[config.mk]
export PLATFORM = sky130hd
export DESIGN_NAME = ifetch_unit
export DESIGN_NICKNAME = d
export VERILOG_FILES = /design/src/rtl/ifetch_unit.sv
export SDC_FILE = /design/constraint.sdc
export NUM_CORES = 1
export LEC_CHECK = 0
export CAP_MARGIN = 30
export CORE_UTILIZATION = 52
export CTS_CLUSTER_DIAMETER = 30
export DETAILED_ROUTE_END_ITERATION = 10
export PLACE_DENSITY = 0.88
export SLEW_MARGIN = 20
export SYNTH_ARGS = -nofsm -noshare
export SYNTH_HDL_FRONTEND = slang
export SYNTH_SLANG_ARGS = --single-unit
[constraint.sdc]
create_clock -name clk -period 5.98 [get_ports clk]
set_input_delay 0.598 -clock clk [delete_from_list [all_inputs] [get_ports clk]]
set_output_delay 0.598 -clock clk [all_outputs]
set_load 0.005 [all_outputs]
[src/rtl/ifetch_unit.sv]
// ifetch_unit: instruction fetch stage.
// Holds the PC, issues word reads to a synchronous-read instruction BRAM,
// latches the returned word into the instruction register and resolves the
// next PC from the decoder's branch/jump flags. There are three cycles per
// instruction (FETCH, WAIT, EXEC). EXEC may be stretched by stall, and any
// fetch fault parks the unit in HALT until reset.
//
// Optional build macro: IFETCH_PERF_EN adds the retired_cnt output, a
// retired-instruction counter.
//
// Ports:
//   clk, rst_n                      clock, async active-low reset
//   stall                           hold the current instruction in EXEC
//   Branch..branch_geu, jal, jalr   decoder control flags
//   rs1_data, rs2_data, imm32       operands for target/compare
//   imem_en, imem_addr, imem_rdata  instruction BRAM read port
//   instruction, instr_valid        instruction register and its valid flag
//   pc, pc_plus4                    current PC and link value (pc_plus4 comb)
//   trap, trap_cause                sticky fault flag: 01 misaligned, 10 range
//   retired_cnt                     (IFETCH_PERF_EN only) retired count

module ifetch_unit #(
    parameter logic [31:0] PC_RESET    = 32'h0000_0000,
    parameter int unsigned IMEM_ADDR_W = 14
) (
    input  logic                   clk,
    input  logic                   rst_n,
    input  logic                   stall,
    input  logic                   Branch,
    input  logic                   nBranch,
    input  logic                   branch_lt,
    input  logic                   branch_ge,
    input  logic                   branch_ltu,
    input  logic                   branch_geu,
    input  logic                   jal,
    input  logic                   jalr,
    input  logic [31:0]            rs1_data,
    input  logic [31:0]            rs2_data,
    input  logic [31:0]            imm32,
    output logic                   imem_en,
    output logic [IMEM_ADDR_W-1:0] imem_addr,
    input  logic [31:0]            imem_rdata,
    output logic [31:0]            instruction,
    output logic                   instr_valid,
    output logic [31:0]            pc,
    output logic [31:0]            pc_plus4,
    output logic                   trap,
    output logic [1:0]             trap_cause
`ifdef IFETCH_PERF_EN
    ,
    output logic [31:0]            retired_cnt
`endif
);

    localparam logic [31:0] NOP_INSTR   = 32'h0000_0013;
    localparam int unsigned RANGE_SHIFT = IMEM_ADDR_W + 2;
    localparam logic [1:0]  CAUSE_MISAL = 2'b01;
    localparam logic [1:0]  CAUSE_RANGE = 2'b10;

    typedef enum logic [1:0] {
        S_FETCH = 2'd0,
        S_WAIT  = 2'd1,
        S_EXEC  = 2'd2,
        S_HALT  = 2'd3
    } state_t;

    state_t      state_q, state_d;
    logic [31:0] pc_q, pc_d;
    logic [31:0] instr_q, instr_d;
    logic        valid_q, valid_d;
    logic        en_q, en_d;
    logic        trap_q, trap_d;
    logic [1:0]  cause_q, cause_d;
    logic        retire_c;

    logic        eq_c, slt_c, ult_c, taken_c;
    logic [31:0] jalr_tgt_c, next_pc_c;
    logic        pc_oor_c, next_oor_c;

    assign pc          = pc_q;
    assign pc_plus4    = pc_q + 32'd4;
    assign imem_addr   = pc_q[RANGE_SHIFT-1:2];
    assign imem_en     = en_q;
    assign instruction = instr_q;
    assign instr_valid = valid_q;
    assign trap        = trap_q;
    assign trap_cause  = cause_q;

    // Operand compares shared by all conditional branch flavours
    assign eq_c  = (rs1_data == rs2_data);
    assign slt_c = ($signed(rs1_data) < $signed(rs2_data));
    assign ult_c = (rs1_data < rs2_data);

    // Branch decision; when several flags are set the first one listed wins
    always_comb begin
        taken_c = 1'b0;
        if (Branch)          taken_c = eq_c;
        else if (nBranch)    taken_c = !eq_c;
        else if (branch_lt)  taken_c = slt_c;
        else if (branch_ge)  taken_c = !slt_c;
        else if (branch_ltu) taken_c = ult_c;
        else if (branch_geu) taken_c = !ult_c;
    end

    // Next-PC resolution: jalr > jal > taken branch > sequential
    assign jalr_tgt_c = (rs1_data + imm32) & ~32'h1;
    always_comb begin
        if (jalr)                next_pc_c = jalr_tgt_c;
        else if (jal || taken_c) next_pc_c = pc_q + imm32;
        else                     next_pc_c = pc_q + 32'd4;
    end

    // A PC is out of range when any bit above the BRAM byte span is set
    assign pc_oor_c   = |(pc_q >> RANGE_SHIFT);
    assign next_oor_c = |(next_pc_c >> RANGE_SHIFT);

    // Fetch FSM next-state and registered-output logic
    always_comb begin
        state_d  = state_q;
        pc_d     = pc_q;
        instr_d  = instr_q;
        valid_d  = valid_q;
        en_d     = en_q;
        trap_d   = trap_q;
        cause_d  = cause_q;
        retire_c = 1'b0;

        case (state_q)
            S_FETCH: begin
                valid_d = 1'b0;
                if (pc_oor_c) begin
                    en_d    = 1'b0;
                    trap_d  = 1'b1;
                    cause_d = CAUSE_RANGE;
                    state_d = S_HALT;
                end else if (!en_q) begin
                    // Only after reset: the read enable is not up yet, so
                    // spend one cycle raising it before waiting on data.
                    en_d = 1'b1;
                end else begin
                    en_d    = 1'b0;
                    state_d = S_WAIT;
                end
            end
            S_WAIT: begin
                en_d    = 1'b0;
                instr_d = imem_rdata;
                valid_d = 1'b1;
                state_d = S_EXEC;
            end
            S_EXEC: begin
                if (!stall) begin
                    valid_d = 1'b0;
                    if (next_pc_c[1:0] != 2'b00) begin
                        trap_d  = 1'b1;
                        cause_d = CAUSE_MISAL;
                        state_d = S_HALT;
                    end else begin
                        pc_d     = next_pc_c;
                        // Pre-arm the read so FETCH issues it immediately;
                        // an out-of-range target leaves it off and traps there.
                        en_d     = !next_oor_c;
                        retire_c = 1'b1;
                        state_d  = S_FETCH;
                    end
                end
            end
            S_HALT: begin
                en_d    = 1'b0;
                valid_d = 1'b0;
            end
            default: begin
                en_d    = 1'b0;
                valid_d = 1'b0;
                state_d = S_HALT;
            end
        endcase
    end

    // State and output registers
    always_ff @(posedge clk or negedge rst_n) begin
        if (!rst_n) begin
            state_q <= S_FETCH;
            pc_q    <= PC_RESET;
            instr_q <= NOP_INSTR;
            valid_q <= 1'b0;
            en_q    <= 1'b0;
            trap_q  <= 1'b0;
            cause_q <= 2'b00;
        end else begin
            state_q <= state_d;
            pc_q    <= pc_d;
            instr_q <= instr_d;
            valid_q <= valid_d;
            en_q    <= en_d;
            trap_q  <= trap_d;
            cause_q <= cause_d;
        end
    end

`ifdef IFETCH_PERF_EN
    // Retired-instruction counter, wraps naturally at 2^32
    always_ff @(posedge clk or negedge rst_n) begin
        if (!rst_n) begin
            retired_cnt <= 32'd0;
        end else if (retire_c) begin
            retired_cnt <= retired_cnt + 32'd1;
        end
    end
`else
    logic unused_retire;
    assign unused_retire = retire_c;
`endif

endmodule

==> impl_metrics.toml <==
[run_status]
status = "completed"

[detailed_routing]
wirelength_microns = 26710
dr.first_iter.drc_count = 730
drc = 0
drt-pass1-iter-count = 5
avgRoutedWirePerCell_microns = 18.89
route.vias.total = 8537
vias_per_cell = 6.037
ant_nets = 0

[floorplan]
die_h_microns = 126.4
ios = 254
start_util_pct = 53.16
core_region_area_sq_um = 15150
die_w_microns = 126.4
fp.dieArea_sq_um = 15990
rows = 45

[synthesis]
synth_edf_count = 0
synth_area_leaders = "dfrtp_1, ha_1, a21oi_1, xnor2_1, mux2_2"
synth.most_common_cell = "nand2_1"
synth_fp_nets = 1235
syn_inst = 996
ys_seq_area_share_pct = 22.11
yosys.area.top_type_share_pct = 21.13
yosysWarnings = 0
synthTopCellsByCount = "nand2_1, a21oi_1, ha_1"
synth_area_sq_um = 8051
synthArstFlopShare_pct = 100.0
syn_avg_cell_area_sq_um = 8.084
ys_ff_latch = 71
yosys.cell_types.count = 67
synth-main-ff-cell = "dfrtp_1"
post-synth-top-area-cell = "dfrtp_1"

[finish]
syn_to_final_growth_pct = 35.73
instances_no_fill = 1414
num-fill-cells = 1219
drive_gt1_share_pct = 6.362
design_area_sq_um = 10930
nNetsFinal = 1460
antenna_cells = 0

[pwr]
power_density_nw_per_um2 = 400.6
p_leak_nw = 4.757
vdd_drop_max_v = 0.0003167
power_mw = 4.377

[setup_path]
cp.required_ps = 6230
worstSetupStartpointType = "input port"
crit_chain = "clkdlybuf4s50_1 -> inv_1 -> ha_1 -> nand4_1 -> nor4_1 -> and3_1 -> nor3b_1 -> a211oi_1 -> o41a_1 -> buf_4 -> o31a_1 -> o221ai_1 -> or4_1 -> o31ai_1"
r2r_slack_ps = 2090
end_kind = "flop"
r2r-start = "pc[3]$_DFFE_PN0P_"
worst-setup-path-type = "input port to flop"
rr_endpoint = "imem_en$_DFFE_PN0P_"
worstPathMaxFanout = 27
slowest_delay_ps = 630
slowest_stage = "nor4_1"
reg2regPathDepth = 13
arrival_ps = 4850

[sta]
fin_crit_sh_pct = 76.88
maxSlewViolCount = 0
fin_crit_ps = 4598
finalSetupViolCount = 0
finalClockSkew_ps = 4.651
fmax_mhz = 217.5
tightest_slew_ps = 833.5
finalHoldViolCount = 0
fin_hold_ws_ps = 210.9
tns_ps = 0
slew_headroom_pct = 44.37
rsz0062_at_grt = "false"

[clocking]
cts.sink_count = 71
clock_path_buffers = 2
cts_root_buffer = "clkbuf_16"
cts-htree-levels = 3
ctsHoldBuffers = 0
cts_buffers = 9
clock_latency_ps = 340
cts_tree = "done"
cts.clk_slew.worst_paths_ps = 60
cts_setup_buffers = 0
post_cts_resized = 0

[min_path]
min_path_type = "input port to async pin"

[placement]
io_buffer_count = 253
placed_cell_area_sq_um = 10610
hpwl_microns = 20930
gp_congestion = 1.048
dp.cells = 1397

[grt]
grt_pass1_vias = 8407
grt_usage_pct = 33.26
grt_pass1_wl_microns = 41990
globalRoute.totalOverflow = 0
antenna_found_initial = 0
grt_max_degree = 72

[flow_run]
drv_cap = 0
## state kept, by name (all words and copies together), names as in the netlist
signal	count
state_q	2
pc	32
imem_en	1
instruction	32
trap_cause	2
trap	1
instr_valid	1
## critical path: cells and delay by family
kind                     cells  cell delay [ps]
AO/OA/AOI/OAI                5             1480
adder cells (fa/ha/maj)      1              330
buffers and inverters        3              870
AND/OR/NAND/NOR              5             1560
## how the worst max path moves through the flow
stage            startpoint                   to  slack [ps]  cells after the start
2_1_floorplan  rs2_data[14]   pc[20]$_DFFE_PN0P_        2200                     14
3_3_place_gp   rs2_data[14]  imem_en$_DFFE_PN0P_        1210                     14
3_5_place_dp   rs2_data[14]  imem_en$_DFFE_PN0P_        1050                     14
4_1_cts        rs2_data[14]  imem_en$_DFFE_PN0P_        1390                     14
5_1_grt        rs2_data[14]  imem_en$_DFFE_PN0P_        1170                     14
6_report       rs2_data[14]  imem_en$_DFFE_PN0P_        1380                     14
## cell type report
class / count / area (sq um) / area share, %
clock buffers: 9 / 225.2 / 2.061
multi-input cells: 815 / 5789 / 52.98
well taps: 188 / 235.2 / 2.153
inverters: 65 / 244.0 / 2.233
flip-flops and latches: 71 / 1780 / 16.29
repair buffers: 259 / 2592 / 23.72
clock inverters: 7 / 61.31 / 0.5610
## through the flow
step | util, % | setup slack [ps]
5_1_grt | 72.15 | 1165
3_5_place_dp | 70.08 | 1045
3_3_place_gp | 70.08 | 1213
4_1_cts | 71.97 | 1393
2_1_floorplan | - | 2203
6_report | 72.15 | 1382
## layout by cell type, fill, tap and decap left out, types with 10 or more instances in the layout
master	count
nor4_1	11
nand2_1	105
o21ai_0	51
a211oi_1	10
mux2_2	39
nand2b_1	14
a21o_1	26
a31oi_1	11
xor2_1	27
dfrtp_1	68
nor2_1	51
ha_1	98
nor3_1	18
xnor2_1	53
o211ai_1	15
clkdlybuf4s50_1	252
a21oi_1	98
and3_1	10
o21ai_1	18
inv_1	65
nand3_1	28
nand4_1	20
## layer usage
layer,GRT usage (%),share of wire (%),vias to the layer above
met1,41.48,41,3960
li1,-,-,4058
met2,55.61,46,452
met5,0,0,-
met3,6.622,9.0,67
met4,15.02,3.6,0
## logic make-up (layout without fill, tap and decap cells)
family	after synthesis	after routing	share of synthesized area, %
AOI/OAI and AO/OA	292	292	22.98
xor gates and xnor gates	80	80	8.703
adders and majority gates	100	100	15.73
buffers and inverters	110	340	5.983
DFF	71	71	22.11
muxes	49	49	6.775
and+or+nand+nor	294	294	17.72
## power breakdown
group	switching (mW)	internal (mW)
clock network	0.240	0.290
registers	0.333	0.716
logic	1.29	1.51
total	1.86	2.52
No activity file was read; power rests on OpenSTA's default activity.
